<file path="src/rtl/usb_uart_rx_buffer_if.sv">
// CPU-side read path of the USB serial receive buffer: pop/clear strobes
// from the address-decode stage, head byte and status back to it.
interface usb_uart_rx_buffer_if #(
    parameter int DEPTH_LOG2 = 4
);
    logic                  rd_en;
    logic                  clr_err;
    logic [7:0]            rd_data;
    logic                  data_ready;
    logic                  fifo_full;
    logic [DEPTH_LOG2:0]   count;
    logic                  overrun;
    logic                  frame_err;

    modport master (
        output rd_en, clr_err,
        input  rd_data, data_ready, fifo_full, count, overrun, frame_err
    );

    modport slave (
        input  rd_en, clr_err,
        output rd_data, data_ready, fifo_full, count, overrun, frame_err
    );
endinterface

</file>
<file path="src/rtl/usb_uart_rx_buffer.sv">
// 8N1 UART receiver on the USB serial line feeding a circular receive FIFO
// that the CPU drains one byte per data-register read.
module usb_uart_rx_buffer #(
    parameter int CLKS_PER_BIT = 96,
    parameter int DEPTH_LOG2   = 4
) (
    input  logic                  clk,
    input  logic                  rst,
    input  logic                  rxd,
    usb_uart_rx_buffer_if.slave   bus
);
    localparam int unsigned DEPTH = 1 << DEPTH_LOG2;
    localparam int          CW    = $clog2(CLKS_PER_BIT);
    localparam logic [CW-1:0] HALF_M1   = CW'(CLKS_PER_BIT / 2 - 1);
    localparam logic [CW-1:0] FULL_M1   = CW'(CLKS_PER_BIT - 1);
    localparam logic [CW-1:0] IDLE_QUAL = CW'(3);
    localparam logic [DEPTH_LOG2:0] FULL_CNT = {1'b1, {DEPTH_LOG2{1'b0}}};

    typedef enum logic [2:0] {WAIT_IDLE, IDLE, START, DATA, STOP} state_t;

    state_t                state, state_n;
    logic [CW-1:0]         cnt, cnt_n;
    logic [2:0]            bit_idx, bit_n;
    logic [7:0]            shreg, shreg_n;
    logic                  push_req, frame_evt;
    logic                  rx_meta, rxs;

    logic [7:0]            mem [DEPTH];
    logic [DEPTH_LOG2-1:0] wr_ptr, rd_ptr;
    logic [DEPTH_LOG2:0]   fifo_count;
    logic                  overrun_q, frame_err_q;
    logic                  pop, push_ok, drop;

    always_ff @(posedge clk) begin
        if (rst) begin
            rx_meta <= 1'b1;
            rxs     <= 1'b1;
        end else begin
            rx_meta <= rxd;
            rxs     <= rx_meta;
        end
    end

    always_ff @(posedge clk) begin
        if (rst) begin
            state   <= WAIT_IDLE;
            cnt     <= '0;
            bit_idx <= '0;
            shreg   <= '0;
        end else begin
            state   <= state_n;
            cnt     <= cnt_n;
            bit_idx <= bit_n;
            shreg   <= shreg_n;
        end
    end

    always_comb begin
        state_n   = state;
        cnt_n     = cnt;
        bit_n     = bit_idx;
        shreg_n   = shreg;
        push_req  = 1'b0;
        frame_evt = 1'b0;
        case (state)
            // Line must read high for several cycles: this flushes the
            // synchroniser's reset value so a line still low is not taken as idle.
            WAIT_IDLE: begin
                if (!rxs) begin
                    cnt_n = '0;
                end else if (cnt == IDLE_QUAL) begin
                    cnt_n   = '0;
                    state_n = IDLE;
                end else begin
                    cnt_n = cnt + CW'(1);
                end
            end
            IDLE: begin
                if (!rxs) begin
                    cnt_n   = HALF_M1;
                    state_n = START;
                end
            end
            START: begin
                if (cnt != '0) begin
                    cnt_n = cnt - CW'(1);
                end else if (!rxs) begin
                    cnt_n   = FULL_M1;
                    bit_n   = '0;
                    state_n = DATA;
                end else begin
                    state_n = IDLE;
                end
            end
            DATA: begin
                if (cnt != '0) begin
                    cnt_n = cnt - CW'(1);
                end else begin
                    shreg_n = {rxs, shreg[7:1]};
                    cnt_n   = FULL_M1;
                    if (bit_idx == 3'd7) state_n = STOP;
                    else                 bit_n   = bit_idx + 3'd1;
                end
            end
            STOP: begin
                if (cnt != '0) begin
                    cnt_n = cnt - CW'(1);
                end else if (rxs) begin
                    push_req = 1'b1;
                    state_n  = IDLE;
                end else begin
                    frame_evt = 1'b1;
                    state_n   = WAIT_IDLE;
                end
            end
            default: state_n = WAIT_IDLE;
        endcase
    end

    // A pop in the same cycle frees the slot, so a full FIFO still accepts the push.
    assign pop     = bus.rd_en && (fifo_count != '0);
    assign push_ok = push_req && ((fifo_count != FULL_CNT) || pop);
    assign drop    = push_req && !push_ok;

    always_ff @(posedge clk) begin
        if (rst) begin
            mem         <= '{default: '0};
            wr_ptr      <= '0;
            rd_ptr      <= '0;
            fifo_count  <= '0;
            overrun_q   <= 1'b0;
            frame_err_q <= 1'b0;
        end else begin
            if (push_ok) begin
                mem[wr_ptr] <= shreg;
                wr_ptr      <= wr_ptr + DEPTH_LOG2'(1);
            end
            if (pop) rd_ptr <= rd_ptr + DEPTH_LOG2'(1);
            case ({push_ok, pop})
                2'b10:   fifo_count <= fifo_count + (DEPTH_LOG2+1)'(1);
                2'b01:   fifo_count <= fifo_count - (DEPTH_LOG2+1)'(1);
                default: fifo_count <= fifo_count;
            endcase
            overrun_q   <= (overrun_q && !bus.clr_err) || drop;
            frame_err_q <= (frame_err_q && !bus.clr_err) || frame_evt;
        end
    end

    assign bus.rd_data    = mem[rd_ptr];
    assign bus.count      = fifo_count;
    assign bus.data_ready = (fifo_count != '0);
    assign bus.fifo_full  = (fifo_count == FULL_CNT);
    assign bus.overrun    = overrun_q;
    assign bus.frame_err  = frame_err_q;
endmodule

</file>
<file path="src/flat_wrapper.sv">
// flat-port wrapper written by rule: the top's interface ports become plain ports
module usb_uart_rx_buffer_flat 
#(
    parameter int CLKS_PER_BIT = 96,
    parameter int DEPTH_LOG2   = 4
)
  (clk, rst, rxd, bus_rd_en, bus_clr_err, bus_rd_data, bus_data_ready, bus_fifo_full, bus_count, bus_overrun, bus_frame_err);
  usb_uart_rx_buffer_if #(.DEPTH_LOG2(DEPTH_LOG2)) bus_i ();
  input  logic clk;
  input  logic rst;
  input  logic rxd;
  input wire logic [$bits(bus_i.rd_en)-1:0] bus_rd_en;
  input wire logic [$bits(bus_i.clr_err)-1:0] bus_clr_err;
  output wire logic [$bits(bus_i.rd_data)-1:0] bus_rd_data;
  output wire logic [$bits(bus_i.data_ready)-1:0] bus_data_ready;
  output wire logic [$bits(bus_i.fifo_full)-1:0] bus_fifo_full;
  output wire logic [$bits(bus_i.count)-1:0] bus_count;
  output wire logic [$bits(bus_i.overrun)-1:0] bus_overrun;
  output wire logic [$bits(bus_i.frame_err)-1:0] bus_frame_err;
  assign bus_i.rd_en = bus_rd_en;
  assign bus_i.clr_err = bus_clr_err;
  assign bus_rd_data = bus_i.rd_data;
  assign bus_data_ready = bus_i.data_ready;
  assign bus_fifo_full = bus_i.fifo_full;
  assign bus_count = bus_i.count;
  assign bus_overrun = bus_i.overrun;
  assign bus_frame_err = bus_i.frame_err;
  usb_uart_rx_buffer #(.CLKS_PER_BIT(CLKS_PER_BIT), .DEPTH_LOG2(DEPTH_LOG2)) u_core (.clk(clk), .rst(rst), .rxd(rxd), .bus(bus_i));
endmodule
</file>
<file path="config.mk">
export PLATFORM = sky130hd
export DESIGN_NAME = usb_uart_rx_buffer_flat
export DESIGN_NICKNAME = d
export VERILOG_FILES = /design/src/rtl/usb_uart_rx_buffer_if.sv /design/src/rtl/usb_uart_rx_buffer.sv /design/src/flat_wrapper.sv
export SDC_FILE = /design/constraint.sdc
export NUM_CORES = 1
export LEC_CHECK = 0
export ABC_AREA = 1
export BUFFER_PORTS_ARGS = -buffer_cell sky130_fd_sc_hd__buf_2
export CORE_MARGIN = 8
export CORE_UTILIZATION = 26
export CTS_CLUSTER_DIAMETER = 60
export DETAILED_ROUTE_END_ITERATION = 8
export PLACE_DENSITY_LB_ADDON = 0.05
export SETUP_SLACK_MARGIN = 0.5
export SYNTH_ARGS = -nofsm -noshare
export SYNTH_HDL_FRONTEND = slang
export SYNTH_SLANG_ARGS = --single-unit
</file>
<file path="constraint.sdc">
create_clock -name clk -period 3 [get_ports clk]
set_clock_uncertainty 0.15 [all_clocks]
set_input_delay 0.15 -clock clk [delete_from_list [all_inputs] [get_ports clk]]
set_output_delay 0.15 -clock clk [all_outputs]
set_load 0.01 [all_outputs]
</file>
# [Word-level counts from Yosys, hierarchy flattened]
# Cells that the tools add are included.
[totals] output_inout_bits=17 reg_bits=166 word_cells=118 input_bits=5
[op_classes] n_bitwise=3 reduce_logical=21 n_eq_ne=21 order_cmp=3 add_sub_neg=7 n_mux=36
[ops] operator="bitwise mux 128 bit" n=1
[ops] operator="2-to-1 mux 7 bit" n=7
[ops] operator="case mux 7 bit (5 select lines)" n=1
[ops] operator="2-to-1 mux 3 bit" n=11
[ops] operator="binary-select mux 8 bit (select 4 bit)" n=1
[ops] operator="demux 8 bit (select 4 bit)" n=1
[ops] operator="2-to-1 mux 8 bit" n=3
[ops] operator="case mux 3 bit (5 select lines)" n=1
[ops] operator="!= test 2 bit (second input constant)" n=6
[ops] operator=">= comparator 5 bit (second input constant)" n=2
[ops] operator="inverter 4 -> 5 bit" n=2
[ops] operator="case mux 5 bit (2 select lines)" n=1
[ops] operator="nonzero test 5 bit" n=2
[ops] operator="adder 4 x 1 -> 4 bit (second input constant)" n=2
[ops] operator="!= test 2 x 1 -> 1 bit (second input constant)" n=4
[ops] operator="adder 7 x 1 -> 7 bit (second input constant)" n=1
[ops] operator="== test 7 x 2 -> 1 bit (second input constant)" n=1
[ops] operator="2-to-1 mux 1 bit" n=7
[ops] operator="AND reduction 7 bit" n=1
[ops] operator="nonzero test 7 bit" n=1
[ops] operator="subtractor 7 x 1 -> 7 bit (second input constant)" n=1
[ops] operator="== test 3 x 2 -> 1 bit (second input constant)" n=2
[ops] operator="== test 3 bit (second input constant)" n=2
[ops] operator="logical AND 1 bit" n=6
[ops] operator="other kinds (20)" n=24

# [Depth between registers and ports, before layout]
[depth] depth_word=7 depth_mapped=19

# [Least setup slack after synthesis]
# Ideal clock, no wire load.
[synth_timing] path_type="flip-flop to flip-flop" start="reg u_core.cnt[0]" end="reg u_core.fifo_count[4] (netlist: u_core.bus.count[4])" t_arrival_ns=2.461 synth_period_minus_slack_ns=2.743 slack_ns=0.257 t_required_ns=2.718 path_buffers=1 path_stages_with_launch=20 path_cell_list="dfxtp_1 > inv_1 > ha_1 > nand2_2 > nor2_8 > nand3_2 > nor2_4 > buf_4 > inv_1 > ha_1 > inv_1 > fa_1 > inv_1 > nand2_1 > nand2_1 > nand2_1 > nand2_1 > nor2_1 > o21ai_0 > a21oi_1"
[synth_between] elab_chain_cells=6
[synth_rtl] item="from (decl)" line="usb_uart_rx_buffer.sv:22" source="logic [CW-1:0] cnt, cnt_n;"
[synth_rtl] item="from (signal assigned)" line="usb_uart_rx_buffer.sv:52" source="cnt <= cnt_n;"
[synth_rtl] item="nonzero test 7 bit *" line="usb_uart_rx_buffer.sv:106" source="if (cnt != '0) begin"
[synth_rtl] item="2-to-1 mux 1 bit *" line="usb_uart_rx_buffer.sv:106"
[synth_rtl] item="2-to-1 mux 1 bit *" line="usb_uart_rx_buffer.sv:65" source="case (state)"
[synth_rtl] item="logical AND 1 bit *" line="usb_uart_rx_buffer.sv:122" source="assign push_ok = push_req && ((fifo_count != FULL_CNT) || pop);"
[synth_rtl] item="== test 2 x 1 -> 1 bit / == test 2 bit (equally long branches)" line="usb_uart_rx_buffer.sv:139" source="case ({push_ok, pop})"
[synth_rtl] item="case mux 5 bit (2 select lines) / nonzero test 2 bit (equally long branches)"
[synth_rtl] item="to (signal assigned)" line="usb_uart_rx_buffer.sv:140" source="2'b10: fifo_count <= fifo_count + (DEPTH_LOG2+1)'(1);"
[synth_rtl] item="to (signal assigned)" line="usb_uart_rx_buffer.sv:141" source="2'b01: fifo_count <= fifo_count - (DEPTH_LOG2+1)'(1);"
[synth_rtl] item="to (signal assigned)" line="usb_uart_rx_buffer.sv:142" source="default: fifo_count <= fifo_count;"
[synth_rtl] item="to (decl)" line="usb_uart_rx_buffer.sv:30" source="logic [DEPTH_LOG2:0] fifo_count;"
# Mark *: on every way between the ends. The rest lies on a longest branch, timed or not.
# A chain may end at the register's enable or synchronous reset.

# [Worst setup path in the final report]
[layout_timing] start="reg u_core.rd_ptr[0]" end="out bus_rd_data[3]"
[layout_between] elab_chain_cells=4
[layout_rtl] item="from (decl)" line="usb_uart_rx_buffer.sv:29" source="logic [DEPTH_LOG2-1:0] wr_ptr, rd_ptr;"
[layout_rtl] item="from (signal assigned)" line="usb_uart_rx_buffer.sv:138" source="if (pop) rd_ptr <= rd_ptr + DEPTH_LOG2'(1);"
[layout_rtl] item="inverter 4 -> 5 bit (not written as such)" line="usb_uart_rx_buffer.sv:149" source="assign bus.rd_data = mem[rd_ptr];"
[layout_rtl] item="binary-select mux 8 bit (select 4 bit)" line="usb_uart_rx_buffer.sv:149"
[layout_rtl] item="2-to-1 mux 8 bit (not written as such) (2 in a row)" line="usb_uart_rx_buffer.sv:149"
[layout_rtl] item="to (decl)" line="flat_wrapper.sv:14" source="output wire logic [$bits(bus_i.rd_data)-1:0] bus_rd_data;"
# Every way passes these cells. The select of a mux whose other input is x is not followed.

==> impl_metrics.yaml <==
route:
  dr.pass1.iters: 5
  wl_um: 32300
  viasPerCell: 4.95
  drc: 0
  drtIter0Drc: 580
  vias: 8263
  post_drt_wl_per_cell_um: 19.3
  postRouteAntennaNets: 0
timing:
  finalWorstSetupSlack_ns: 0.551
  min_period_over_period_pct: 81.6
  setup_viol: 0
  worst_slew_pin_slew_ns: 0.867
  slew_headroom_pct: 42.1
  slew_violations: 0
  hold_viol_final: 0
  period_needed_ns: 2.45
  tns_ns: 0
  fmax_ghz: 0.408
  rsz0062_at_grt: "true"
yosys:
  synth_seq_cells: 166
  async_flop_share_pct: 0
  synth_edf_count: 0
  ys.flop_type: "dfxtp_1"
  synth_seq_area_share_pct: 39.4
  synth_cell_type_count: 31
  synthCells: 1227
  synth_warnings: 0
  synth_area_um2: 8420
  syn_nets: 1247
  syn_area_per_cell_um2: 6.87
clock_tree:
  path_clk_slew_ns: 0.07
  cts_buffers: 17
  clockBufferDepth: 2
  cts_root_buf: "clkbuf_16"
  insertion_delay_ns: 0.44
  clock-sinks: 166
  cts_tree: "yes"
  h-tree-depth: 4
power:
  p_int_uw: 4800
  seq_power_share_pct: 31.6
  p_sw_share_pct: 38.8
  ir_worst_vdd_mv: 0.486
  combPwrFrac_pct: 38.5
  p_clk_share_pct: 30.0
  p_per_area_nw_per_um2: 786
  p_switching_uw: 3040
  leakage_uw: 0.00375
cells_and_area:
  final_layout_size_suffix_gt1_share_pct: 11.7
  diodes: 0
  area_delta_synth_final_pct: 18.3
  utilization_pct: 31.0
  fin_area_um2: 9970
  layoutNonFillerInstCount: 1669
  layout.nets: 1268
global_route:
  first_global_vias: 7959
  grt_max_degree: 157
  antenna_found_initial: 0
  gr-usage-all-layers_pct: 16.5
  grt_pass1_wl_um: 49100
  grt-ovfl-total: 0
placed_design:
  gp_congestion: 0.761
  hpwl_um: 19800
  preCtsSetupSlack_ns: 0.424
  dpl_cell_area_um2: 9010
  dp.cells: 1616
  port_buffers: 21
run:
  max-cap-violations: 0
critical_path:
  critPathRequiredTime_ns: 2.70
  crit_fanout: 35
  cp-start-kind: "register"
  worstSetupPathType: "register to primary output"
  arrival_ns: 2.15
  end_kind: "primary output"
die:
  dieArea_um2: 38400
  io_pins: 22
  rows: 66
  die_w_um: 196
  die_h_um: 196
  initial_core_util_pct: 26.2
  core_um2: 32200
outcome:
  outcome: "completed"
hold_path:
  min_path_type: "input port to register"
==> stage by stage <==
stage / hold WS (ns) / total power [uW]
after floorplan: 0.104 / 4190
after global placement: 0.187 / 5200
after detailed placement: 0.190 / 5150
after CTS: 0.265 / 7660
after global routing: 0.271 / 8370
final: 0.286 / 7840
==> critical path, cell delays in order (launching register included) <==
cell      delay (ns)
dfxtp_4         0.40
buf_12          0.23
o21ai_0         0.12
o211ai_1        0.47
o211ai_1        0.22
nand2_1         0.13
buf_2           0.13
==> path summary, 6_finish.rpt <==
check                                start                                to  slack, ns  depth (start not counted)
max reg2reg     u_core.cnt[1]$_SDFFE_PP0P_  u_core.bus.count[4]$_SDFFE_PP0P_       0.64                         18
max          u_core.rd_ptr[0]$_SDFFE_PP0P_                    bus_rd_data[3]       0.55                          6
min reg2reg      u_core.rx_meta$_SDFF_PP1_             u_core.rxs$_SDFF_PP1_       0.30                          1
min                                    rxd         u_core.rx_meta$_SDFF_PP1_       0.29                          3
==> cells by family (layout without fill, tap and decap cells) <==
group / after synthesis / in the layout / share of synthesized area [%]
AO/OA/AOI/OAI: 293 / 293 / 18.4
XOR/XNOR: 7 / 7 / 0.728
adder cells (fa/ha/maj): 15 / 15 / 2.32
buffers and inverters: 148 / 182 / 7.96
flip-flops: 166 / 166 / 39.4
AND/OR/NAND/NOR: 598 / 598 / 31.2
==> layout make-up <==
type / instances / area, um^2
Timing Repair Buffer: 82 / 737
Sequential cell: 166 / 3340
Clock inverter: 9 / 116
Clock buffer: 23 / 498
Timing Repair inverter: 1 / 8.76
Inverter: 67 / 272
Fill cell: 3591 / 22200
Tap cell: 408 / 510
Multi-Input combinational cell: 913 / 4490
==> sequential cells by signal, indices dropped and copies added (netlist names) <==
register	count
u_core.mem	128
u_core.shreg	8
u_core.cnt	7
u_core.bus.count	5
u_core.rd_ptr	4
u_core.wr_ptr	4
u_core.bit_idx	3
u_core.state	3
u_core.bus.frame_err	1
u_core.bus.overrun	1
u_core.rx_meta	1
u_core.rxs	1
==> power by group through the flow <==
stage / Clock [uW] / Sequential (uW) / Combinational, uW
after floorplan: 0 / 2440 / 1740
after global placement: 0 / 2500 / 2710
after detailed placement: 0 / 2500 / 2650
after CTS: 2430 / 2470 / 2760
after global routing: 2510 / 2490 / 3370
final: 2350 / 2470 / 3020
==> cell usage in the layout, fill, tap and decap left out, drive strengths merged, types with 2 or more instances in the layout <==
cell type    Yosys  final
dfxtp          166    166
o21ai          105    105
ha              14     14
xnor2            2      2
clkbuf          53     25
clkinvlp         0      4
a21oi          155    155
nand2          217    217
bufinv           0      2
dlygate4sd3      0      5
buf             28     74
nand3          164    164
clkinv           1      4
nor2           192    192
xor2             5      5
or2              2      2
inv             66     67
nand4           21     21
o211ai          32     32
==> synthesized netlist by cell type, types with 5 or more instances <==
| cell | count | area share, % |
|---|---|---|
| o21ai_0 | 105 | 6.2 |
| nand3_1 | 163 | 9.7 |
| clkbuf_1 | 53 | 2.4 |
| nand4_1 | 12 | 0.89 |
| o211ai_1 | 32 | 2.9 |
| dfxtp_1 | 166 | 39 |
| ha_1 | 14 | 2.1 |
| nand4_2 | 9 | 1.3 |
| buf_2 | 5 | 0.30 |
| buf_4 | 5 | 0.45 |
| inv_1 | 64 | 2.9 |
| a21oi_1 | 155 | 9.2 |
| buf_1 | 6 | 0.27 |
| xor2_1 | 5 | 0.52 |
| nand2_1 | 215 | 9.6 |
| buf_6 | 12 | 1.6 |
| nor2_1 | 187 | 8.3 |
==> what timing repair did <==
item	in CTS	in global routing
setup endpoints to repair	10	143
hold buffers	5	0
gates resized for setup	12	21
endpoints found under the hold margin	27	0
setup buffers	1	11
gates cloned	1	3
pin swaps	1	7
==> per-layer routing <==
metal / vias to the layer above / part of all wire, % / global-route usage (%)
met3: 8 / 3.6 / 3.14
met1: 3957 / 52 / 23.8
met5: - / 0 / 0
li1: 4160 / - / -
met4: 0 / 0.61 / 3.20
met2: 138 / 44 / 25.2
Power figures use the tool's default switching activity.
